==> src/rtl/compare_stats_collector.sv <==
// rtl/compare_stats_collector.sv - windowed comparator-flag statistics with valid/ready snapshot output
// Define COMPARE_ONEHOT_CHECK_EN to reject malformed flag triples and expose the sticky err flag.
module compare_stats_collector #(
    parameter int CNT_W = 8
) (
    input  logic             clk,
    input  logic             rst_n,
    input  logic             clear,
    input  logic             in_valid,
    output logic             in_ready,
    input  logic             A_greater,
    input  logic             A_equal,
    input  logic             A_less,
    input  logic             snap_req,
    output logic             out_valid,
    input  logic             out_ready,
    output logic [CNT_W-1:0] gt_cnt,
    output logic [CNT_W-1:0] eq_cnt,
    output logic [CNT_W-1:0] lt_cnt,
    output logic [CNT_W-1:0] max_eq_run
`ifdef COMPARE_ONEHOT_CHECK_EN
    ,
    output logic             err
`endif
);

    typedef enum logic {ACCUM, HOLD} state_t;

    state_t state, state_nxt;

    logic [CNT_W-1:0] gt, eq, lt, cur_run, max_run;
    logic [CNT_W-1:0] gt_n, eq_n, lt_n, cur_n, max_n, cur_inc;
    logic             accept, is_gt, is_lt, is_eq;

    function automatic logic [CNT_W-1:0] sat_inc(input logic [CNT_W-1:0] v);
        return (v == {CNT_W{1'b1}}) ? v : v + CNT_W'(1);
    endfunction

    always_ff @(posedge clk or negedge rst_n) begin
        if (!rst_n) state <= ACCUM;
        else        state <= state_nxt;
    end

    always_comb begin
        state_nxt = state;
        in_ready  = 1'b0;
        out_valid = 1'b0;
        case (state)
            ACCUM: begin
                in_ready = 1'b1;
                if (snap_req) state_nxt = HOLD;
            end
            HOLD: begin
                out_valid = 1'b1;
                if (out_ready) state_nxt = ACCUM;
            end
            default: state_nxt = ACCUM;
        endcase
        if (clear) state_nxt = ACCUM;
    end

    assign accept = in_valid && (state == ACCUM);

`ifdef COMPARE_ONEHOT_CHECK_EN
    // Exactly one flag must be high; anything else lands in no bucket.
    assign is_gt = A_greater && !A_equal && !A_less;
    assign is_lt = A_less && !A_greater && !A_equal;
    assign is_eq = A_equal && !A_greater && !A_less;
`else
    // Priority decode: greater, then less, otherwise equal (all-zero counts as equal).
    assign is_gt = A_greater;
    assign is_lt = !A_greater && A_less;
    assign is_eq = !A_greater && !A_less;
`endif

    assign cur_inc = sat_inc(cur_run);

    always_comb begin
        gt_n  = gt;
        eq_n  = eq;
        lt_n  = lt;
        cur_n = cur_run;
        max_n = max_run;
        if (accept) begin
            if (is_gt) begin
                gt_n  = sat_inc(gt);
                cur_n = '0;
            end else if (is_lt) begin
                lt_n  = sat_inc(lt);
                cur_n = '0;
            end else if (is_eq) begin
                eq_n  = sat_inc(eq);
                cur_n = cur_inc;
                max_n = (cur_inc > max_run) ? cur_inc : max_run;
            end else begin
                cur_n = '0;
            end
        end
    end

    // The snapshot takes the *_n values so a sample accepted with snap_req is included.
    always_ff @(posedge clk or negedge rst_n) begin
        if (!rst_n) begin
            gt         <= '0;
            eq         <= '0;
            lt         <= '0;
            cur_run    <= '0;
            max_run    <= '0;
            gt_cnt     <= '0;
            eq_cnt     <= '0;
            lt_cnt     <= '0;
            max_eq_run <= '0;
        end else if (clear) begin
            gt      <= '0;
            eq      <= '0;
            lt      <= '0;
            cur_run <= '0;
            max_run <= '0;
        end else if (state == ACCUM && snap_req) begin
            gt_cnt     <= gt_n;
            eq_cnt     <= eq_n;
            lt_cnt     <= lt_n;
            max_eq_run <= max_n;
            gt         <= '0;
            eq         <= '0;
            lt         <= '0;
            cur_run    <= '0;
            max_run    <= '0;
        end else begin
            gt      <= gt_n;
            eq      <= eq_n;
            lt      <= lt_n;
            cur_run <= cur_n;
            max_run <= max_n;
        end
    end

`ifdef COMPARE_ONEHOT_CHECK_EN
    always_ff @(posedge clk or negedge rst_n) begin
        if (!rst_n)                             err <= 1'b0;
        else if (clear)                         err <= 1'b0;
        else if (accept && !(is_gt || is_lt || is_eq)) err <= 1'b1;
    end
`endif

endmodule

==> config.mk <==
export PLATFORM = sky130hd
export DESIGN_NAME = compare_stats_collector
export DESIGN_NICKNAME = d
export VERILOG_FILES = /design/src/rtl/compare_stats_collector.sv
export SDC_FILE = /design/constraint.sdc
export NUM_CORES = 1
export LEC_CHECK = 0
export BUFFER_PORTS_ARGS = -buffer_cell sky130_fd_sc_hd__buf_4
export CAP_MARGIN = 20
export CELL_PAD_IN_SITES_DETAIL_PLACEMENT = 2
export CELL_PAD_IN_SITES_GLOBAL_PLACEMENT = 2
export CORE_ASPECT_RATIO = 1.5
export CORE_MARGIN = 1.5
export CORE_UTILIZATION = 36
export CTS_CLUSTER_SIZE = 40
export DETAILED_ROUTE_END_ITERATION = 10
export PLACE_DENSITY_LB_ADDON = 0.1
export SLEW_MARGIN = 10
export SYNTH_ARGS = -nofsm -noshare
export SYNTH_HDL_FRONTEND = slang
export SYNTH_SLANG_ARGS = --single-unit
==> constraint.sdc <==
create_clock -name clk -period 3.76 [get_ports clk]
set_clock_uncertainty 0.05 [all_clocks]
set_input_delay 0.376 -clock clk [delete_from_list [all_inputs] [get_ports clk]]
set_output_delay 0.376 -clock clk [all_outputs]
set_load 0.1 [all_outputs]
[After elaboration in Yosys (flattened, before gate mapping)]
Index checks and enable logic that the tools add are counted.
Cells by class
  $lt $le $gt $ge: 1
  bitwise gates (word level): 2
  add/subtract/negate cells: 4
  eq/ne operators: 4
  muxes and demuxes: 38
  reductions and logical operators: 8
Operator list (count)
  8-bit two-way mux: 32
  8-bit by 1-bit adder with 8-bit output, second input constant: 4
  8-bit == test, second input constant: 4
  8-bit > comparator: 1
  1-bit two-way mux: 5
  1-bit logical AND: 4
  3-bit nonzero test: 1
  1-bit logical NOT: 2
  1-bit NOT: 2
  1-bit one-hot mux with 2 select lines: 1
  2-bit AND reduction: 1
Word-level totals
  bits in registers: 73
  output and inout port bits: 34
  word-level logic and storage cells: 67

[Logic depth before layout (Yosys ltp)]
Gate-level depths: netlist (run 1).
  word-level depth: 10
  depth in mapped cells: 12
  depth with buffers taken out: 10

[Worst setup path before layout (run 1)]
OpenSTA, ideal clock, no wires.
  path type: reg2reg
  from: register cur_run[0]
  to: register max_eq_run[0]
  data required time: 3586 ps
  path buffers: 1
  clock period less this slack: 2700 ps
  setup slack: 1060 ps
  stages on the path, launching flop included: 11
  setup time: 124 ps
  data arrival time: 2526 ps
  cells stage by stage: dfrtp_1 ha_1 clkbuf_1 nand2_1 nand2_1 mux2_2 ha_1 a21o_1 a2111oi_4 nor4_1 a211o_1
Between the ends
  word-level cells in the longest chain between the ends: 8
  elaborated cells between the ends (all ways): 9
  classes of those cells: 1 x add/sub; 1 x order compare; 1 x eq/ne; 6 x mux
RTL lines
  start: declaration: RTL line 31  | logic [CNT_W-1:0] gt, eq, lt, cur_run, max_run;
  start signal: assignment: RTL line 133  | cur_run <= cur_n;
  8-bit by 1-bit adder with 8-bit output or 8-bit == test (tied branches): RTL line 36  | return (v == {CNT_W{1'b1}}) ? v : v + CNT_W'(1);
  8-bit two-way mux *: RTL line 36
  8-bit > comparator: RTL line 94  | max_n = (cur_inc > max_run) ? cur_inc : max_run;
  8-bit two-way mux *: RTL line 94
  8-bit two-way mux *: RTL line 91  | end else if (is_eq) begin
  8-bit two-way mux *: RTL line 88  | end else if (is_lt) begin
  8-bit two-way mux *: RTL line 85  | if (is_gt) begin
  8-bit two-way mux *: RTL line 84  | if (accept) begin
  end signal: assignment: RTL line 123  | max_eq_run <= max_n;
  end: declaration: RTL line 20  | output logic [CNT_W-1:0] max_eq_run
Mark *: on every way between the ends. The rest lies on a longest branch, timed or not.
A chain may end at the register's enable or synchronous reset.

[Final worst setup path (run 1)]
  from: register cur_run[0]
  to: register max_eq_run[5]
The elaborated chain is that of the path after synthesis.

==> results of run 1 <==
[through the flow]
| step | instance area (um^2) | hold slack (ns) | setup WS (ns) |
|---|---|---|---|
| floorplan | 3530 | 0.0304 | 1.06 |
| global placement | 3940 | 0.417 | 0.631 |
| detailed placement | 3940 | 0.426 | 0.497 |
| CTS | 4250 | 0.181 | 0.458 |
| global route | 4250 | 0.194 | 0.0673 |
| finish | 4250 | 0.0968 | 0.470 |
[path summary, 6_finish.rpt]
path	slack, ns	endpoint	from
worst max-delay path	0.47	max_eq_run[5]	cur_run[0]
worst min-delay path	0.1	cur_run[4]	rst_n
worst max register to register	0.47	max_eq_run[5]	cur_run[0]
worst min register to register	0.43	gt_cnt[7]	gt_cnt[7]
max in group asynchronous	2.89	eq_cnt[5]	rst_n
min in group clk	0.19	state	clear
[cell usage after synthesis, types with 7 or more instances]
master / instances / area share (%)
nand2_1: 47 / 5.0
clkbuf_1: 14 / 1.5
nor2_1: 38 / 4.0
inv_1: 11 / 1.2
a31oi_1: 7 / 1.2
nand3_1: 16 / 2.3
and3_1: 7 / 1.2
dfrtp_1: 73 / 52
a21oi_1: 20 / 2.8
nand4_1: 7 / 1.2
mux2i_1: 7 / 2.0
xor2_1: 10 / 2.5
o21ai_0: 32 / 4.5
ha_1: 12 / 4.3
[critical path, delay by kind of cell (launching register included)]
kind / cells / cell delay, ns
compound gates: 3 / 0.83
fa+ha+maj: 2 / 0.75
flops: 1 / 0.45
simple gates: 4 / 0.96
xor+xnor: 1 / 0.15
[cells by family (layout without fill, tap and decap cells)]
| group | count (synthesis) | in the layout | synth area share [%] |
|---|---|---|---|
| AND/OR/NAND/NOR | 146 | 146 | 20.3 |
| AO/OA/AOI/OAI | 79 | 79 | 13.9 |
| flip-flops | 73 | 73 | 51.8 |
| multiplexers | 10 | 10 | 2.94 |
| XOR/XNOR | 16 | 16 | 3.97 |
| adder cells (fa/ha/maj) | 12 | 12 | 4.26 |
| buffers and inverters | 26 | 69 | 2.80 |
[layout make-up]
class,instances,area (um^2)
fill,1040,5330
inverter,11,41.3
multi-input combinational,263,1600
timing repair buffer,43,323
tap,115,144
sequential,73,1830
clock buffer,12,246
clock inverter,3,65.1
[cell usage in the layout (no fill, tap or decap), types with 6 or more instances in the layout]
| cell | count |
|---|---|
| dfrtp_1 | 73 |
| nand2_1 | 47 |
| buf_4 | 43 |
| nor2_1 | 38 |
| o21ai_0 | 32 |
| a21oi_1 | 20 |
| nand3_1 | 16 |
| ha_1 | 12 |
| inv_1 | 11 |
| xor2_1 | 10 |
| clkbuf_16 | 9 |
| and3_1 | 7 |
| a31oi_1 | 7 |
| nand4_1 | 7 |
| mux2i_1 | 7 |
| xnor2_1 | 6 |
| nor3_1 | 6 |
[power breakdown]
part	switching [W]	internal, W	leakage, nW
logic	0.000216	0.0000515	0.805
clock network	0.000319	0.000595	0.153
registers	0.0000152	0.000806	1.01
total	0.000550	0.00145	1.96
[state kept, by name (all words and copies together), names as in the netlist]
signal and count:
lt 8, gt 8, gt_cnt 8, eq_cnt 8
eq 8, cur_run 8, state 1, lt_cnt 8
max_run 8, max_eq_run 8
[per-layer routing]
layer  global-route usage (%)  routed length (um)  vias to the layer above
li1                         -                   -                     1343
met1                     22.6                3770                     1460
met2                     39.1                5680                       43
met3                     3.39                 226                       12
met4                     7.33                 197                        0
met5                        0                   0                        -
==> impl_results.md, run 1 <==
- Number of synthesized register bits: 73
- Diode count: 0
- Power Density: 471 nW/um^2
- Seq/Total Area, Yosys: 51.8%
- Layout cell share with drive strength beyond 1: 15.8%
- Post-synth EDFFs: 0
- DP HPWL: 7.03 mm
- Antenna-violating nets left: 0
- RSZ-0062 raised after global routing: no
- Synth Flop Type: dfrtp_1
- Row cnt: 44
- Pin count of the biggest net entering global routing: 74
- Die H: 124 um
- Maximum clock rate: 0.304 GHz
- Non-filler cells, final: 520
- Worst vdd ir: 0.000241 V
- Total power draw: 0.00200 W
- Initial antenna violation count: 0
- Classification of the worst-slack hold path: in2async
- P_leak: 1.96 nW
- Post-synth ARST share: 100%
- Maxcap violations: 0
- Worst stage delay on the critical path: 0.54 ns
- Nets: 422
- Fin. Hold Viols: 0
- Pins over their slew limit: 0
- Worst-path clk slew: 0.06 ns
- Number of buffers created by CTS: 9
- Core Area: 9580 um^2
- Net Count, Synth: 383
- Vias in the first global route: 3262
- Mean post-synth cell area: 9.74 um^2
- Critical Path Start Type: flip-flop
- Die area: 10400 um^2
- PortBufs: 41
- Syn. warnings: 0
- Clock Latency Late Sink: 0.33 ns
- Total GRT Usage: 20.6%
- Die Wd: 83.8 um
- Detailed-router iteration count before antenna repair: 4
- Drt drc: 0
- Clk sinks: 73
- Clk root buf: clkbuf_16
- Worst Path Required: 3.94 ns
- Layout area overhead: 20.4%
- Cell total after placement: 505
- Worst EP arrival: 3.47 ns
- First-pass GRT wire length: 16.9 mm
- Post-Synthesis Cells: 362
- GPL Wtd Cong: 0.797
- DRT Wirelength: 9.87 mm
- Setup bufs post-CTS: 0
- Clock tree buffer depth: 2
- Post-synth cell types: 44
- Grt total ovfl: 0
- Post-route clock period utilization: 87.5%
- Syn Std Cell Area: 3530 um^2
- Slowest-stage cell, CP: or2_0
- DR WL/cell: 19.0 um
- Fin crit period: 3.29 ns
- I/O Pins: 43
- Worst slew pin tran: 0.958 ns
- Crit path max fanout: 10
- Status: finished clean
- R2R cell count: 10
- Post-CTS Resized: 0
- Quantity of hold-fixing buffers added after cts: 0
- Final Util: 44.3%
- Starting Density: 36.8%
- Clock tree from TritonCTS: built
- Worst-path cell chain: ha_1 -> nand2_1 -> o211ai_1 -> xnor2_1 -> ha_1 -> nand3_1 -> o31ai_1 -> or2_0 -> nor3_1 -> o31ai_1
- Vias per cell: 5.50
- Setup TNS: 0 ns
- Drt first-iter violations: 98
- DR vias: 2858
- Final setup viols: 0
- Crit path capture type: flip-flop
- Kind of critical path: reg2reg
- Max_slew headroom: 36.1%
- CTS HTree Levels: 3
Note: power is estimated with default switching activity, not from simulation.
==> run 2, diff against run 1 <==
Settings changed: CORE_MARGIN 1.5 to 2, SKIP_CTS_REPAIR_TIMING set to 1.
==> run 2 against run 1 <==
Effect of this change: setup slack worse by 0.045 ns; hold slack better by 0.0040 ns; via count is 0.24% lower; sequential cell count stayed put; total power is 1.5% lower; register-to-register slack worse by 0.05 ns; final cell count is 0.38% lower; largest power group unchanged.
==> impl_results.md, run 2 (synthesis gave the netlist of run 1 again) <==
- Nets: 421
- Post-route clock period utilization: 88.7%
- Die area: 10600 um^2
- Die H: 125 um
- Row cnt: 44
- Kind of critical path: reg2reg
- Total GRT Usage: 19.3%
- Clock tree buffer depth: 2
- Vias in the first global route: 3219
- Power Density: 466 nW/um^2
- Grt total ovfl: 0
- Final setup margin: 0.425 ns
- Fin crit period: 3.34 ns
- Crit path capture type: flip-flop
- DR WL/cell: 18.4 um
- Diode count: 0
- CTS HTree Levels: 3
- Vias per cell: 5.50
- Clk sinks: 73
- R2R setup slack: 0.42 ns
- Pins over their slew limit: 0
- Final setup viols: 0
- Core Area: 9630 um^2
- GPL Wtd Cong: 0.743
- Worst-path clk slew: 0.06 ns
- I/O Pins: 43
- Worst slew pin tran: 0.968 ns
- Layout area overhead: 20.0%
- Fillers: 1054
- First-pass GRT wire length: 16.2 mm
- DP HPWL: 6.48 mm
- Setup WS pre-CTS: 0.490 ns
- Worst EP arrival: 3.53 ns
- Critical Path Start: cur_run[0]
- R2r startpoint: cur_run[0]
- Maxcap violations: 0
- Pin count of the biggest net entering global routing: 74
- Worst vdd ir: 0.000316 V
- Maximum clock rate: 0.300 GHz
- Max_slew headroom: 35.4%
- Clock tree from TritonCTS: built
- DR vias: 2851
- Initial antenna violation count: 0
- R2R cell count: 10
- Most common cell after layout, fill and taps aside: dfrtp_1
- DRT Wirelength: 9.54 mm
- Drt drc: 0
- RSZ-0062 raised after global routing: no
- Worst Path Required: 3.96 ns
- Critical path endpoint: max_eq_run[2]
- Starting Density: 36.6%
- PortBufs: 41
- R2r endpoint: max_eq_run[2]
- Most frequent cells in the layout: dfrtp_1 (73), nand2_1 (47), buf_4 (42)
- Detailed-router iteration count before antenna repair: 4
- Crit path max fanout: 10
- Hold slack: 0.101 ns
- Status: finished clean
- Fin. Hold Viols: 0
- Antenna-violating nets left: 0
- Total power draw: 0.00197 W
- Clock Latency Late Sink: 0.34 ns
- P_leak: 1.95 nW
- Drt first-iter violations: 83
- Critical Path Start Type: flip-flop
- Layout cell share with drive strength beyond 1: 15.9%
- Clk root buf: clkbuf_16
- Classification of the worst-slack hold path: in2async
- Die Wd: 84.8 um
- Setup TNS: 0 ns
- Number of buffers created by CTS: 9
[run 2: report_power, final]
| part | leakage [nW] | internal [W] | total [W] | switching [W] |
|---|---|---|---|---|
| clock network | 0.147 | 0.000561 | 0.000886 | 0.000325 |
| logic | 0.800 | 0.0000514 | 0.000266 | 0.000215 |
| registers | 1.01 | 0.000806 | 0.000821 | 0.0000153 |
| total | 1.95 | 0.00142 | 0.00197 | 0.000555 |
[run 2: area by class of cell]
type	instances	area [um^2]	share of cell area, %
Timing Repair Buffer	42	315	7.45
Inverter	11	41.3	0.975
Sequential cell	73	1830	43.2
Tap cell	115	144	3.40
Multi-Input combinational cell	263	1600	37.8
Clock buffer	12	267	6.30
Clock inverter	2	37.5	0.887
[run 2: per-stage QoR]
stage	utilization, %	area, um^2	std cells
2_1_floorplan	-	3530	362
3_3_place_gp	40.8	3930	504
3_5_place_dp	40.8	3930	504
4_1_cts	43.9	4230	518
5_1_grt	43.9	4230	518
6_report	43.9	4230	518
[run 2: layer usage]
metal  global-route usage (%)  share of wire (%)  up-vias  routed length, um
li1                         -                  -     1347                  -
met1                     21.7                 39     1442               3720
met2                     35.2                 55       42               5280
met5                        0                  0        -                  0
met3                     3.89                3.2       20                302
met4                     7.47                2.5        0                242
[run 2: worst min path at each step]
stage                          to  slack [ns]
finish              max_eq_run[1]        0.10
global route                state        0.17
CTS                         state        0.17
detailed placement      eq_cnt[0]        0.43
global placement        eq_cnt[0]        0.41
floorplan              cur_run[0]        0.03
[run 2: worst max-delay path, cell delays in order (launching register included)]
cell      delay [ns]
dfrtp_1         0.47
ha_1            0.35
nand2_1         0.15
o211ai_1        0.21
xnor2_1         0.14
ha_1            0.39
nand3_1         0.12
o31ai_1         0.30
or2_0           0.54
o21ai_0         0.28
a31oi_1         0.25
